### src/rtl/issue_scoreboard.sv
// Issue-stage scoreboard: pending-write mask plus MUL/MAC/DIV/LSU occupancy, stalling IDU1 on hazards.
// Stall is combinational from registered state only (0-cycle); completions release a stall one cycle later.
module issue_scoreboard #(
  parameter int MUL_MAX_OUTST = 2,
  parameter int DIV_LAT       = 34
) (
  input  logic        clk,
  input  logic        rst_n,
  input  logic        flush,
  input  logic        issue_valid,
  input  logic        issue_mul,
  input  logic        issue_mac,
  input  logic        issue_div,
  input  logic        issue_lsu,
  input  logic        issue_load,
  input  logic        issue_rd,
  input  logic        issue_rs1,
  input  logic        issue_rs2,
  input  logic [4:0]  issue_rd_addr,
  input  logic [4:0]  issue_rs1_addr,
  input  logic [4:0]  issue_rs2_addr,
  input  logic        mul_done,
  input  logic        mac_done,
  input  logic        div_done,
  input  logic        lsu_done,
  input  logic [4:0]  wb_rd_addr,
  input  logic        wb_rd_wr_en,
  output logic        stall,
  output logic        issue_fire,
  output logic [31:0] pending,
  output logic        mul_busy,
  output logic        mac_busy,
  output logic        div_busy,
  output logic        lsu_busy
);

  typedef enum logic {LSU_IDLE = 1'b0, LSU_BUSY = 1'b1} lsu_state_e;

  localparam logic [5:0] DivLat = 6'(DIV_LAT);
  localparam logic [2:0] MulMax = 3'(MUL_MAX_OUTST);

  logic [31:0] pending_q, pending_d;
  logic [1:0]  mul_cnt_q, mul_cnt_d;
  logic [1:0]  mac_cnt_q, mac_cnt_d;
  logic [5:0]  div_timer_q, div_timer_d;
  lsu_state_e  lsu_state_q, lsu_state_d;

  logic        is_alu;
  logic        mul_busy_int, mac_busy_int, div_busy_int, lsu_busy_int;
  logic        raw_haz, waw_haz, struct_haz, order_haz;
  logic [2:0]  mul_mac_sum;
  logic        mul_fire, mac_fire, div_fire, lsu_fire;
  logic        set_en;

  assign is_alu       = ~(issue_mul | issue_mac | issue_div | issue_lsu);
  assign mul_busy_int = (mul_cnt_q != 2'd0);
  assign mac_busy_int = (mac_cnt_q != 2'd0);
  assign div_busy_int = (div_timer_q != 6'd0);
  assign mul_mac_sum  = {1'b0, mul_cnt_q} + {1'b0, mac_cnt_q};

  // pending_q[0] is never set, so x0 operands can never raise a hazard.
  assign raw_haz    = (issue_rs1 & pending_q[issue_rs1_addr]) |
                      (issue_rs2 & pending_q[issue_rs2_addr]);
  assign waw_haz    = issue_rd & pending_q[issue_rd_addr];
  assign struct_haz = (issue_div & div_busy_int) |
                      (issue_lsu & lsu_busy_int) |
                      ((issue_mul | issue_mac) & (mul_mac_sum == MulMax));
  assign order_haz  = (~issue_div & div_busy_int) |
                      (~issue_lsu & ~is_alu & lsu_busy_int);

  // Gated by rst_n so outputs show the reset state while reset is held.
  assign stall      = rst_n & issue_valid & (raw_haz | waw_haz | struct_haz | order_haz);
  assign issue_fire = issue_valid & ~stall & ~flush;

  assign pending  = rst_n ? pending_q : 32'd0;
  assign mul_busy = rst_n & mul_busy_int;
  assign mac_busy = rst_n & mac_busy_int;
  assign div_busy = rst_n & div_busy_int;
  assign lsu_busy = rst_n & lsu_busy_int;

  assign mul_fire = issue_fire & issue_mul;
  assign mac_fire = issue_fire & issue_mac;
  assign div_fire = issue_fire & issue_div;
  assign lsu_fire = issue_fire & issue_lsu;
  assign set_en   = issue_fire & issue_rd & (issue_rd_addr != 5'd0) &
                    (issue_mul | issue_mac | issue_div | (issue_lsu & issue_load));

  always_comb begin
    pending_d = pending_q;
    if (wb_rd_wr_en) pending_d[wb_rd_addr] = 1'b0;
    if (set_en)      pending_d[issue_rd_addr] = 1'b1;
    pending_d[0] = 1'b0;
  end

  always_comb begin
    mul_cnt_d = mul_cnt_q;
    if (mul_fire && !mul_done)
      mul_cnt_d = mul_cnt_q + 2'd1;
    else if (!mul_fire && mul_done && mul_busy_int)
      mul_cnt_d = mul_cnt_q - 2'd1;
  end

  always_comb begin
    mac_cnt_d = mac_cnt_q;
    if (mac_fire && !mac_done)
      mac_cnt_d = mac_cnt_q + 2'd1;
    else if (!mac_fire && mac_done && mac_busy_int)
      mac_cnt_d = mac_cnt_q - 2'd1;
  end

  // A fresh DIV can only fire with the timer at 0, so a coincident div_done is stale.
  always_comb begin
    div_timer_d = div_timer_q;
    if (div_fire)
      div_timer_d = DivLat;
    else if (div_done)
      div_timer_d = 6'd0;
    else if (div_busy_int)
      div_timer_d = div_timer_q - 6'd1;
  end

  always_comb begin
    lsu_state_d = lsu_state_q;
    case (lsu_state_q)
      LSU_IDLE: if (lsu_fire) lsu_state_d = LSU_BUSY;
      LSU_BUSY: if (lsu_done) lsu_state_d = LSU_IDLE;
      default:  lsu_state_d = LSU_IDLE;
    endcase
  end

  always_comb begin
    lsu_busy_int = (lsu_state_q == LSU_BUSY);
  end

  always_ff @(posedge clk) begin
    if (!rst_n) begin
      pending_q   <= 32'd0;
      mul_cnt_q   <= 2'd0;
      mac_cnt_q   <= 2'd0;
      div_timer_q <= 6'd0;
      lsu_state_q <= LSU_IDLE;
    end else begin
      pending_q   <= pending_d;
      mul_cnt_q   <= mul_cnt_d;
      mac_cnt_q   <= mac_cnt_d;
      div_timer_q <= div_timer_d;
      lsu_state_q <= lsu_state_d;
    end
  end

endmodule

### config.mk
export PLATFORM = sky130hd
export DESIGN_NAME = issue_scoreboard
export DESIGN_NICKNAME = d
export VERILOG_FILES = /design/src/rtl/issue_scoreboard.sv
export SDC_FILE = /design/constraint.sdc
export NUM_CORES = 1
export LEC_CHECK = 0
export CAP_MARGIN = 10
export CORE_MARGIN = 1
export CORE_UTILIZATION = 50
export DETAILED_ROUTE_END_ITERATION = 10
export PLACE_DENSITY = 0.81
export SLEW_MARGIN = 30
export SYNTH_ARGS = -nofsm -noshare
export SYNTH_HDL_FRONTEND = slang
export SYNTH_SLANG_ARGS = --single-unit
### constraint.sdc
create_clock -name clk -period 4.9 [get_ports clk]
set_input_delay 0.98 -clock clk [delete_from_list [all_inputs] [get_ports clk]]
set_output_delay 0.98 -clock clk [all_outputs]
set_load 0.02 [all_outputs]
==> results.py <==
metrics = {
    "critical_path": {
        "critPathMostFrequentCell": "clkdlybuf4s50_1",
        "worst_ep_required_time_ns": 3.92,
        "crit_fanout": 5,
        "worstPathCellList": "clkdlybuf4s50_1, mux4_1, mux2i_1, nor2_1, o41ai_2, nand4_1, and3_1, clkdlybuf4s50_1",
        "crit_type": "input port to primary output",
        "crit_family": "buffers and inverters",
        "critPathCaptureType": "primary output",
        "crit_buf_inv": 2,
        "start_kind": "input port",
        "cp.arrival_ns": 3.69,
        "slowest_stage": "clkdlybuf4s50_1",
        "slowest_delay_ns": 0.61,
    },
    "route": {
        "drc_errors": 0,
        "viasPerCell": 6.305,
        "drt-total-wl_mm": 9.204,
        "firstDrtPassIters": 5,
        "final_antenna_net_count": 0,
        "vias": 3184,
        "wl_met3_um": 776,
        "wl_met2_mm": 4.187,
        "top_layer_used": "met4",
        "wl_per_cell_um": 18.23,
        "wirelength_met1_mm": 4.063,
        "first_iter_violations": 221,
    },
    "status": {
        "status": "complete, no violations",
    },
    "timing": {
        "worst_slack_ns": 0.2266,
        "post-route-period-util": 0.9538,
        "slew_headroom": 0.6365,
        "finalMaxSlewViolations": 0,
        "final-setup-viol-count": 0,
        "tns_ns": 0,
        "fin_skew_ns": 0.004054,
        "hold_viol": 0,
        "clock.fmax_mhz": 214.0,
        "rsz0062_at_grt": "no",
        "layout_min_cycle_time_ns": 4.673,
        "tightest_slew_ns": 0.5316,
    },
    "layout": {
        "diodes": 0,
        "area_growth_pct": 30.35,
        "fillers": 480,
        "layout.nets": 469,
        "multiInputGateArea_um2": 2096,
        "register_area_um2": 840.8,
        "drive_above_1_share": 0.09767,
        "finalInstanceArea_um2": 3988,
    },
    "place": {
        "dp_hpwl_mm": 6.947,
        "routabilityCongestion": 0.9971,
        "place_ws_ns": 0.1495,
        "dpl_cell_area_um2": 3847,
        "place.port_buffers": 73,
    },
    "yosys": {
        "syn_area_um2": 3059,
        "syn_nets": 401,
        "synth_seq_cells": 42,
        "yosysSeqAreaShare": 0.2748,
        "synth_edf_count": 0,
        "ys_warn_count": 0,
        "ys.flop_type": "dfxtp_1",
        "ys_types": 56,
        "synth_cells": 361,
        "async_flop_share": 0,
        "avgSynthCellArea_um2": 8.474,
    },
    "hold_path": {
        "min_path_type": "register to register",
    },
    "global_route": {
        "track_usage": 0.2963,
        "grt_pass1_wl_mm": 14.55,
        "grt.overflow.total": 0,
        "grt_pass1_vias": 2892,
        "grt_max_degree": 38,
        "antenna_found_initial": 0,
    },
    "die": {
        "io_pins": 75,
        "dieArea_um2": 6435,
        "dieHeight_um": 80.22,
        "core_um2": 5921,
        "row_count": 28,
        "start_util": 0.5167,
        "fp.dieW_um": 80.22,
    },
    "power_and_ir_drop": {
        "combinationalPowerShare": 0.362,
        "power_switching_mw": 0.3726,
        "switching_share": 0.3259,
        "p_int_mw": 0.7708,
        "pwr-share-seq": 0.343,
        "vdd.ir_drop.worst_mv": 0.2578,
        "power_frac_clock": 0.296,
        "power_leakage_nw": 1.516,
        "power_density_nw_per_um2": 286.7,
    },
    "flow_run": {
        "cap_violations": 0,
    },
    "clock_network": {
        "cts_tree": "done",
        "path_clk_slew_ns": 0.08,
        "cts_root_buffer": "clkbuf_8",
        "post-cts-setup-buffers": 0,
        "cts_buffers": 5,
        "cts_hold_buf": 0,
        "htreeDepth": 2,
        "clkSinkCount": 42,
        "clk_path_buf_depth": 2,
        "clock_latency_ns": 0.30,
        "cts_resized": 0,
    },
}
[flip-flops by register name (all words and copies together), names as in the netlist]
name          count
mul_cnt_q         2
pending_q        31
mac_cnt_q         2
lsu_busy_int      1
div_timer_q       6
[metal layers]
layer	GRT usage	up-vias
li1	-	1481
met1	0.4160	1529
met2	0.4513	157
met3	0.05227	17
met4	0.1071	0
met5	0	-
[layout by cell type (no fill, tap or decap), types with 4 or more instances in the layout]
| cell type | n |
|---|---|
| nand3_1 | 11 |
| mux2i_1 | 17 |
| nand4b_1 | 4 |
| mux2_2 | 10 |
| o21ai_0 | 66 |
| nor2b_1 | 7 |
| mux4_2 | 6 |
| and3_1 | 6 |
| nand2_1 | 14 |
| and2_1 | 33 |
| nand4_1 | 5 |
| mux4_1 | 5 |
| inv_1 | 8 |
| nor3_1 | 6 |
| buf_4 | 7 |
| clkdlybuf4s50_1 | 72 |
| dfxtp_1 | 42 |
| nand3b_1 | 7 |
| or3_1 | 7 |
| nor2_1 | 26 |
| clkbuf_8 | 5 |
| a21oi_1 | 5 |
[synth_stat cells, types with 7 or more instances]
library cell	number	area share
and2_1	33	0.067
clkbuf_1	12	0.015
dfxtp_1	42	0.27
inv_1	8	0.0098
mux2_2	10	0.037
mux2i_1	17	0.056
nand2_1	14	0.017
nand3_1	11	0.018
nand3b_1	7	0.017
nor2_1	26	0.032
nor2b_1	7	0.014
o21ai_0	66	0.11
or3_1	7	0.014
[power by group through the flow]
stage                     clock [mW]  sequential (mW)  combinational, mW
after floorplan                    0            0.393              0.296
after global placement             0            0.398              0.405
after detailed placement           0            0.400              0.414
after CTS                      0.335            0.392              0.416
after global routing           0.349            0.395              0.457
final                          0.338            0.392              0.414
[logic make-up (layout without fill, tap and decap cells)]
logic type               count (synthesis)  after routing  synth area share
AO/OA/AOI/OAI                           97             97            0.1955
XOR/XNOR                                 5              5           0.01432
adder cells (fa/ha/maj)                  3              3           0.01472
buffers and inverters                   28             97           0.04008
flip-flops                              42             42            0.2748
multiplexers                            38             38            0.1796
other                                    1              1          0.001226
AND/OR/NAND/NOR                        147            147            0.2798
[worst min-delay path, stage by stage (launching register included)]
cell	delay, ns
dfxtp_1	0.34
xnor2_1	0.14
and2_1	0.11
[path summary, 6_finish.rpt]
kind,startpoint,endpoint,slack (ns),depth (start not counted)
setup / recovery,issue_rs1_addr[0],stall,0.23,8
hold / removal,div_timer_q[0],div_timer_q[0],0.61,2
setup reg to reg,div_timer_q[0],mul_cnt_q[1],1.83,10
hold reg to reg,div_timer_q[0],div_timer_q[0],0.61,2
[cell type report]
type,instances,share of cell area
Multi-Input combinational cell,291,0.5256
Sequential cell,42,0.2109
Timing Repair Buffer,80,0.1971
Tap cell,75,0.02353
Clock buffer,5,0.01726
Clock inverter,3,0.01726
Inverter,9,0.008472
[per-stage QoR]
| step | power (mW) | instances | utilization | hold WS, ns |
|---|---|---|---|---|
| 6_report | 1.143 | 505 | 0.6735 | 0.6126 |
| 5_1_grt | 1.201 | 505 | 0.6735 | 0.6358 |
| 4_1_cts | 1.143 | 505 | 0.6731 | 0.6198 |
| 3_5_place_dp | 0.8137 | 497 | 0.6498 | 0.5968 |
| 3_3_place_gp | 0.8029 | 497 | 0.6498 | 0.5765 |
| 2_1_floorplan | 0.6893 | 361 | - | 0.5503 |
No activity file was read; power rests on OpenSTA's default activity.
